$ cat src/rtl/hdmi_period_scheduler.sv
// hdmi_period_scheduler: pixel counters, sync generation and per-pixel TMDS period selection
// (control, video preamble/guard, video, data-island preamble/guard/packet) for one HDMI link.
module hdmi_period_scheduler #(
  parameter int VIDEO_ID_CODE = 1,
  parameter int BIT_WIDTH     = 11,
  parameter int BIT_HEIGHT    = 10,
  parameter int ISLAND_START  = 20,
  parameter int MAX_PACKETS   = 18
) (
  input  logic                  clk_pixel,
  input  logic                  rst,
  input  logic [4:0]            pkt_count,
  output logic                  pkt_ready,
  output logic [4:0]            island_beat,
  output logic [2:0]            mode,
  output logic [5:0]            ctrl,
  output logic                  hsync,
  output logic                  vsync,
  output logic                  video_active,
  output logic [BIT_WIDTH-1:0]  cx,
  output logic [BIT_HEIGHT-1:0] cy
);

  localparam int FRAME_W  = (VIDEO_ID_CODE == 4) ? 1650 : (VIDEO_ID_CODE == 1) ? 800 : 858;
  localparam int FRAME_H  = (VIDEO_ID_CODE == 4) ? 750 : 525;
  localparam int SCREEN_W = (VIDEO_ID_CODE == 4) ? 1280 : (VIDEO_ID_CODE == 1) ? 640 : 720;
  localparam int SCREEN_H = (VIDEO_ID_CODE == 4) ? 720 : 480;
  localparam int HS_FIRST = (VIDEO_ID_CODE == 4) ? 110 : 16;
  localparam int HS_LAST  = (VIDEO_ID_CODE == 4) ? 149 : (VIDEO_ID_CODE == 1) ? 111 : 77;
  localparam int VS_FIRST = (VIDEO_ID_CODE == 4) ? 5 : (VIDEO_ID_CODE == 1) ? 10 : 9;
  localparam int VS_LAST  = (VIDEO_ID_CODE == 4) ? 9 : (VIDEO_ID_CODE == 1) ? 11 : 14;
  localparam logic SYNC_ON = (VIDEO_ID_CODE == 4);
  localparam int START_X  = FRAME_W - SCREEN_W;
  localparam int START_Y  = FRAME_H - SCREEN_H;

  // Packet k fits when ISLAND_START + 10 + 32(k+1) + 2 + 12 <= START_X.
  localparam int FIT_ROOM  = START_X - ISLAND_START - 24;
  localparam int FIT_PKTS  = (FIT_ROOM >= 32) ? FIT_ROOM / 32 : 0;
  localparam int PKT_LIMIT = (FIT_PKTS < MAX_PACKETS) ? FIT_PKTS : MAX_PACKETS;
  localparam logic ISLAND_OK = (PKT_LIMIT >= 1);
  localparam logic [4:0] LAST_PKT = ISLAND_OK ? 5'(PKT_LIMIT - 1) : 5'd0;

  localparam logic [BIT_WIDTH-1:0]  X_LAST  = BIT_WIDTH'(FRAME_W - 1);
  localparam logic [BIT_WIDTH-1:0]  X_START = BIT_WIDTH'(START_X);
  localparam logic [BIT_WIDTH-1:0]  X_GUARD = BIT_WIDTH'(START_X - 2);
  localparam logic [BIT_WIDTH-1:0]  X_VPRE  = BIT_WIDTH'(START_X - 10);
  localparam logic [BIT_WIDTH-1:0]  X_ISL   = BIT_WIDTH'(ISLAND_START);
  localparam logic [BIT_WIDTH-1:0]  X_HS0   = BIT_WIDTH'(HS_FIRST);
  localparam logic [BIT_WIDTH-1:0]  X_HS1   = BIT_WIDTH'(HS_LAST);
  localparam logic [BIT_HEIGHT-1:0] Y_LAST  = BIT_HEIGHT'(FRAME_H - 1);
  localparam logic [BIT_HEIGHT-1:0] Y_START = BIT_HEIGHT'(START_Y);
  localparam logic [BIT_HEIGHT-1:0] Y_VS0   = BIT_HEIGHT'(VS_FIRST);
  localparam logic [BIT_HEIGHT-1:0] Y_VS1   = BIT_HEIGHT'(VS_LAST);

  localparam logic [2:0] MODE_CTRL   = 3'd0;
  localparam logic [2:0] MODE_VIDEO  = 3'd1;
  localparam logic [2:0] MODE_VGUARD = 3'd2;
  localparam logic [2:0] MODE_ISLAND = 3'd3;
  localparam logic [2:0] MODE_IGUARD = 3'd4;

  typedef enum logic [2:0] {S_IDLE, S_PRE, S_LG, S_PKT, S_TG} island_state_t;

  island_state_t state, cur_state, next_state;
  logic [4:0] cnt, cur_cnt, next_cnt;
  logic [4:0] pkt_idx, cur_idx, next_idx;
  logic [2:0] mode_d;
  logic [3:0] ctl_d;
  logic [4:0] beat_d;
  logic       ready_d, hsync_d, vsync_d;

  // NOTE: sequential state uses non-blocking assignments so every register samples pre-edge values.
  always_ff @(posedge clk_pixel) begin
    if (rst) begin
      cx <= '0;
      cy <= '0;
    end else if (cx == X_LAST) begin
      cx <= '0;
      cy <= (cy == Y_LAST) ? '0 : cy + 1'b1;
    end else begin
      cx <= cx + 1'b1;
    end
  end

  always_ff @(posedge clk_pixel) begin
    if (rst) begin
      state   <= S_IDLE;
      cnt     <= '0;
      pkt_idx <= '0;
    end else begin
      state   <= next_state;
      cnt     <= next_cnt;
      pkt_idx <= next_idx;
    end
  end

  // The island entry decision belongs to the cx==ISLAND_START pixel itself, so PRE starts there.
  // NOTE: every always_comb output gets a default first so no latch is inferred.
  always_comb begin
    cur_state = state;
    cur_cnt   = cnt;
    cur_idx   = pkt_idx;
    if (ISLAND_OK && state == S_IDLE && cx == X_ISL && pkt_count != 5'd0) begin
      cur_state = S_PRE;
      cur_cnt   = '0;
      cur_idx   = '0;
    end
  end

  always_comb begin
    next_state = cur_state;
    next_cnt   = cur_cnt + 5'd1;
    next_idx   = cur_idx;
    case (cur_state)
      S_IDLE: next_cnt = '0;
      S_PRE: if (cur_cnt == 5'd7) begin
        next_state = S_LG;
        next_cnt   = '0;
      end
      S_LG: if (cur_cnt == 5'd1) begin
        next_state = S_PKT;
        next_cnt   = '0;
      end
      S_PKT: if (cur_cnt == 5'd31) begin
        next_cnt = '0;
        if (pkt_count >= 5'd2 && cur_idx < LAST_PKT) next_idx = cur_idx + 5'd1;
        else next_state = S_TG;
      end
      S_TG: if (cur_cnt == 5'd1) begin
        next_state = S_IDLE;
        next_cnt   = '0;
      end
      default: begin
        next_state = S_IDLE;
        next_cnt   = '0;
      end
    endcase
  end

  always_comb begin
    mode_d  = MODE_CTRL;
    ctl_d   = 4'b0000;
    beat_d  = '0;
    ready_d = 1'b0;
    hsync_d = (cx >= X_HS0 && cx <= X_HS1) ? SYNC_ON : ~SYNC_ON;
    vsync_d = (cy >= Y_VS0 && cy <= Y_VS1) ? SYNC_ON : ~SYNC_ON;
    if (cy >= Y_START) begin
      if (cx >= X_START)      mode_d = MODE_VIDEO;
      else if (cx >= X_GUARD) mode_d = MODE_VGUARD;
      else if (cx >= X_VPRE)  ctl_d  = 4'b0001;
    end
    case (cur_state)
      S_PRE:      ctl_d  = 4'b0101;
      S_LG, S_TG: mode_d = MODE_IGUARD;
      S_PKT: begin
        mode_d  = MODE_ISLAND;
        beat_d  = cur_cnt;
        ready_d = (cur_cnt == 5'd31);
      end
      default: ;
    endcase
  end

  // Outputs are registered from the current cx/cy, so they trail the counters by one pixel.
  always_ff @(posedge clk_pixel) begin
    if (rst) begin
      mode         <= MODE_CTRL;
      ctrl         <= {4'b0000, ~SYNC_ON, ~SYNC_ON};
      hsync        <= ~SYNC_ON;
      vsync        <= ~SYNC_ON;
      video_active <= 1'b0;
      island_beat  <= '0;
      pkt_ready    <= 1'b0;
    end else begin
      mode         <= mode_d;
      ctrl         <= {ctl_d, vsync_d, hsync_d};
      hsync        <= hsync_d;
      vsync        <= vsync_d;
      video_active <= (mode_d == MODE_VIDEO);
      island_beat  <= beat_d;
      pkt_ready    <= ready_d;
    end
  end

endmodule

$ cat config.mk
export PLATFORM = sky130hd
export DESIGN_NAME = hdmi_period_scheduler
export DESIGN_NICKNAME = d
export VERILOG_FILES = /design/src/rtl/hdmi_period_scheduler.sv
export SDC_FILE = /design/constraint.sdc
export NUM_CORES = 1
export LEC_CHECK = 0
export ABC_AREA = 1
export BUFFER_PORTS_ARGS = -buffer_cell sky130_fd_sc_hd__clkbuf_2
export CAP_MARGIN = 5
export CORE_UTILIZATION = 31
export CTS_CLUSTER_SIZE = 8
export DETAILED_ROUTE_END_ITERATION = 8
export HOLD_SLACK_MARGIN = 0.05
export PLACE_DENSITY_LB_ADDON = 0.25
export SLEW_MARGIN = 20
export SYNTH_ARGS = -nofsm -noshare
export SYNTH_HDL_FRONTEND = slang
export SYNTH_SLANG_ARGS = --single-unit
$ cat constraint.sdc
create_clock -name clk_pixel -period 3.22 [get_ports clk_pixel]
set_clock_uncertainty 0.05 [all_clocks]
set_input_delay 0.483 -clock clk_pixel [delete_from_list [all_inputs] [get_ports clk_pixel]]
set_output_delay 0.483 -clock clk_pixel [all_outputs]
set_load 0.05 [all_outputs]
---- After elaboration in Yosys (flattened, before gate mapping) ----
Cells that the tools add are included.
storage, ports and cells
  register bits after elaboration ......... 52
  bits of input ports ..................... 7
  output and inout bits ................... 39
  logic and storage cells ................. 80
operators by class
  add/sub/neg operators ................... 4
  order comparisons ....................... 10
  equal/unequal tests ..................... 11
  multiplexer cells ....................... 28
  bitwise operators ....................... 2
  reduce and logical (&&, ||, !) cells .... 12
operators by type and width
  operator                                                          count
  2-to-1 mux 5 bit                                                  8
  >= comparator 11 x 8 -> 1 bit (second input constant)             3
  2-to-1 mux 3 bit                                                  7
  one-hot mux 3 bit (5 select lines)                                1
  one-hot mux 5 bit (3 select lines)                                1
  adder 11 x 1 -> 11 bit (second input constant)                    1
  equality test 11 x 10 -> 1 bit (second input constant)            1
  equality test 11 x 5 -> 1 bit (second input constant)             1
  >= comparator 11 x 5 -> 1 bit (second input constant)             1
  less-or-equal comparator 11 x 7 -> 1 bit (second input constant)  1
  adder 10 x 1 -> 10 bit (second input constant)                    1
  adder 5 x 1 -> 5 bit (second input constant)                      2
  equality test 10 bit (second input constant)                      1
  >= comparator 10 x 4 -> 1 bit (second input constant)             1
  >= comparator 10 x 6 -> 1 bit (second input constant)             1
  less-or-equal comparator 10 x 4 -> 1 bit (second input constant)  1
  2-to-1 mux 10 bit                                                 1
  equality test 3 x 1 -> 1 bit (second input constant)              2
  equality test 3 x 2 -> 1 bit (second input constant)              2
  zero test 3 bit                                                   2
  2-to-1 mux 1 bit                                                  6
  2-to-1 mux 2 bit                                                  3
  one-hot mux 3 bit (2 select lines)                                1
  OR reduction 2 bit                                                3
  other kinds (10)                                                  15

---- Longest topological paths before layout ----
  depth after elaboration ................. 9
  depth in mapped cells ................... 20
  gate-level depth less buffers ........... 19

---- Worst setup path before layout ----
No wires, ideal clock.
  kind .................................... reg-to-reg
  start ................................... register cx[0]
  end ..................................... register pkt_idx[0]
  library setup time ...................... 0.113 ns
  data arrival time ....................... 2.595 ns
  data required time ...................... 3.057 ns
  path slack .............................. 0.462 ns
  cell stages (with the launch flop) ...... 20
  path buffers ............................ 1
  clock period less this slack ............ 2.758 ns
  cell sequence ........................... dfxtp_1 inv_1 ha_1 inv_1 nor2_1 nand2_1 nor2_4 nand3_4 buf_6 nand2_1 inv_1 ha_1 inv_1 nor3_1 ha_1 inv_1 nor2_1 nand3_2 nor2_1 nor2_1
between the ends
  elaborated cells between the ends (all ways) .. 14
  those cells by class .................... 1 x add/sub; 1 x order compare; 3 x eq/ne; 6 x mux; 3 x reduce/logical
RTL lines
  element                         RTL line  RTL
  from (decl)                     20        output logic [BIT_WIDTH-1:0] cx,
  from (signal assigned)          80        cx <= cx + 1'b1;
  equality test 11 x 5 -> 1 bit   102       if (ISLAND_OK && state == S_IDLE && cx == X_ISL && pkt_count != 5'd0) begin
  logical AND 1 bit (2 in a row)  102
  2-to-1 mux 5 bit                102
  named net cur_cnt[0]            64        logic [4:0] cnt, cur_cnt, next_cnt;
  equality test 5 bit             123       S_PKT: if (cur_cnt == 5'd31) begin
  2-to-1 mux 5 bit                123
  2-to-1 mux 5 bit                113       case (cur_state)
  to (signal assigned)            92        pkt_idx <= next_idx;
  to (decl)                       65        logic [4:0] pkt_idx, cur_idx, next_idx;
The timed path passes the listed nets, and every way through them passes these cells.
A chain may end at the register's enable or synchronous reset.

---- Worst setup path in the final report ----
Ends and elaborated chain as after synthesis.

==> results by group <==
Critical path
  – Cells traversed along the worst timing path: inv_1 > ha_1 > inv_1 > nor2_1 > nand2_1 > nor2_4 > nand3_4 > nand2_1 > inv_1 > ha_1 > inv_1 > nor3_1 > ha_1 > inv_1 > nor2_1 > nand3_2 > nand2_1 > nand2_1 > nor2_1
  – Worst Path Max Fanout: 16
  – Max stage delay cell, worst path: sky130_fd_sc_hd__dfxtp_1
  – Worst EP arrival: 2.83 ns
  – Most frequent cell on the critical path: sky130_fd_sc_hd__inv_1
  – Max stage delay on crit path: 0.38 ns
  – Critical path class: flop to flop
  – Setup crit start kind: flop
  – WP data required: 3.40 ns
  – Critical path capture point type: flop

Clock network
  – Clock root buffer: sky130_fd_sc_hd__clkbuf_8
  – Clock Latency Late Sink: 0.30 ns
  – Clock-pin slew of the registers on the worst-case setup and hold paths: 0.09 ns
  – Number of buffers added for setup after CTS: 0
  – CTS tree: done
  – CTS sink count: 48
  – H-tree depth: 2
  – Post-cts sizing count: 0
  – Max clock buf depth: 2
  – CTS Hold Buffers Added: 0
  – Number of buffers created by CTS: 5

Final layout
  – Area delta synth->final: 15.7%
  – Number of antenna cells inserted: 0
  – Net count reported at finish: 415
  – Share of post-route cells with drive strength above 1: 16.8%
  – Cell area after layout: between 0.002 and 0.003 sq mm

Drt
  – DRC violation total after the first TritonRoute iteration: 70
  – Drc violations: 0
  – Number of nets with antenna violations after routing: 0
  – Drt first pass iters: 4
  – Final routed wirelength across all metal layers: 5360 um
  – Number of vias in the routed layout: 2234
  – Routed length per placed instance: 10.7 um
  – Vias per cell: 4.46

STA
  – Maximum frequency from static timing analysis: roughly 0.38 GHz
  – Post-layout min period: 2.65 ns
  – Endpoints failing hold: 0
  – Unrepaired setup endpoints after global routing: no
  – Worst Tran Pin Value: 0.520 ns
  – Min setup slack post-route: about 0.57 ns
  – Number of pins exceeding their max-slew limit in the final report: 0
  – Fin Setup TNS: 0 ns
  – Final setup vio count: 0
  – Tcrit/Tclk final: 82.2%
  – Relative slew slack: roughly 65%

Synth
  – Synthesized instance count: 355
  – Top-area cell type share of the netlist area: between 30% and 40%
  – Asr flop ratio synth: 0%
  – Distinct cell type count of the synthesized netlist: 36
  – Average footprint of a synthesized cell: 6.92 sq um
  – Number of enable-type register cells in the synthesized netlist: 0
  – Commonest cells post-synth: 80 x sky130_fd_sc_hd__nand2_1, 64 x sky130_fd_sc_hd__nor2_1, 54 x sky130_fd_sc_hd__inv_1
  – Top post-synthesis cells by area: sky130_fd_sc_hd__dfxtp_1 39%, sky130_fd_sc_hd__nand2_1 12%, sky130_fd_sc_hd__nor2_1 9.8%
  – Register area share after synthesis: 39.1%
  – Post-synthesis instance area: about 0.0025 sq mm
  – Number of warnings reported in the yosys synthesis log: 0
  – Area leader, netlist: sky130_fd_sc_hd__dfxtp_1
  – Top_reg_cell synth: sky130_fd_sc_hd__dfxtp_1
  – Most common cell in the netlist: sky130_fd_sc_hd__nand2_1
  – Register bit total from synthesis: 48

Floorplan
  – Top-level I/O count: 46
  – DIE AREA: 0.00828 sq mm
  – Row cnt: 32
  – Die Ht: 91.0 um
  – Placeable core area: 0.00769 sq mm
  – Width of the chip: approximately 91 um
  – Initial core utilization: 31.9%

Placement
  – Cell area reported after detailed placement: 0.00275 sq mm
  – Post-DP HPWL: between 4000 and 5000 um
  – GPL Wtd Cong: ~0.8
  – IO buf count: 43
  – Post-placement setup slack: approximately 0.57 ns

Global routing
  – Global-route usage over all layers: between 10 and 15%
  – Total grt overflow: 0
  – Met3 track demand over resource in global routing: 2.76%
  – Met2 GRT Util: between 20% and 30%
  – Met1 capacity usage during global routing: 16.6%
  – Pin count of the biggest net entering global routing: 22
  – Busiest layer in global routing: met2
  – Antenna violations before repair: 0
  – Global-route wire length before repair: 8990 um
  – Via count of the first global-routing pass: just over 2000

Power
  – Part of the power in the clock network: 36.3%
  – Net load switching power: 232 uW
  – Net switching share of the total power: 23.0%
  – Part of the power in combinational logic: 4.4%
  – Pwr/cell area: ~360 mW/mm^2
  – LEAKAGE: 0.00137 uW
  – Internal cell power: slightly below 800 uW
  – Worst-case vdd ir drop: 0.173 mV
  – Sequential Power Share: 59.3%

Status
  – Outcome: finished clean

Min path
  – Kind of path behind the tightest hold check: flop to flop

Job
  – Max cap viols: 0
critical path: cells and delay by family, from the launching register on:
kind / cells / cell delay, ns
simple gates: 11 / 1.23
fa+ha+maj: 3 / 0.54
flops: 1 / 0.38
buf+inv: 5 / 0.38
cell type report:
type                       count  area (sq um)
clock inverter                 2          10.0
multi-input combinational    245          1240
fill                         872          4850
clock buffer                   6          82.6
inverter                      55           206
tap                          102           128
timing repair buffer          43           215
sequential                    48           961
cells in the final DEF (no fill, tap or decap):
cell	count
sky130_fd_sc_hd__dfxtp_1	48
sky130_fd_sc_hd__conb_1	2
sky130_fd_sc_hd__nor3b_1	1
sky130_fd_sc_hd__nand2_2	3
sky130_fd_sc_hd__nor4_1	4
sky130_fd_sc_hd__inv_1	54
sky130_fd_sc_hd__a21boi_2	1
sky130_fd_sc_hd__o21ai_0	9
sky130_fd_sc_hd__nand3_4	1
sky130_fd_sc_hd__a21oi_1	13
sky130_fd_sc_hd__clkinv_2	2
sky130_fd_sc_hd__nor2_1	64
sky130_fd_sc_hd__nand3_2	3
sky130_fd_sc_hd__nor3_1	10
sky130_fd_sc_hd__inv_2	1
sky130_fd_sc_hd__nand2_1	80
sky130_fd_sc_hd__o211ai_1	1
sky130_fd_sc_hd__nor2_2	3
sky130_fd_sc_hd__o31ai_4	1
sky130_fd_sc_hd__o41ai_1	1
sky130_fd_sc_hd__nand3_1	15
sky130_fd_sc_hd__nand4_1	9
sky130_fd_sc_hd__clkbuf_2	43
sky130_fd_sc_hd__a31oi_1	1
sky130_fd_sc_hd__xor2_1	4
sky130_fd_sc_hd__clkbuf_8	6
sky130_fd_sc_hd__ha_1	10
sky130_fd_sc_hd__o21ai_1	1
sky130_fd_sc_hd__o22ai_1	2
sky130_fd_sc_hd__nor2_4	1
sky130_fd_sc_hd__nand3b_1	1
sky130_fd_sc_hd__a211oi_1	1
sky130_fd_sc_hd__or2_2	2
sky130_fd_sc_hd__o2111ai_1	1
logic make-up after synthesis:
kind of cell	Yosys count	synth area share [%]
other	1	0.153
xor gates and xnor gates	4	1.43
DFF	48	39.1
and+or+nand+nor	197	35.5
buffers and inverters	63	10.6
AOI/OAI and AO/OA	32	8.10
adders and majority gates	10	5.10
final timing paths:
kind	end	start	depth (start not counted)	slack, ns
worst max-delay path	pkt_idx[0]	cx[0]	19	0.57
worst max register to register	pkt_idx[0]	cx[0]	19	0.57
worst min-delay path	cx[0]	cx[0]	1	0.42
worst min register to register	cx[0]	cx[0]	1	0.42
power by group through the flow:
stage | clock (uW) | sequential, uW | combinational [uW]
finish | 366 | 599 | 44.4
global route | 413 | 600 | 49.2
CTS | 385 | 600 | 45.0
detailed placement | 0 | 614 | 44.9
global placement | 0 | 613 | 44.9
floorplan | 0 | 624 | 25.4
state kept, by name (all words and copies together) (netlist names), 3 cells and up:
name,cells
cy,10
state,3
mode,3
island_beat,5
cx,11
cnt,5
pkt_idx,5
ctrl,4
routing by layer:
layer | share of wire (%) | routed length, um
met1 | 49 | 2630
met2 | 47 | 2540
met3 | 2.7 | 146
met4 | 0.71 | 38
met5 | 0 | 0
per-stage QoR:
step / total power, uW / hold slack [ns] / utilization, % / std cells
2_1_floorplan: 649 / 0.389 / - / 356
3_3_place_gp: 658 / 0.393 / 35.7 / 493
3_5_place_dp: 659 / 0.407 / 35.7 / 493
4_1_cts: 1030 / 0.428 / 36.9 / 501
5_1_grt: 1060 / 0.449 / 36.9 / 501
6_report: 1010 / 0.422 / 36.9 / 501
Note: power is estimated with default switching activity, not from simulation.
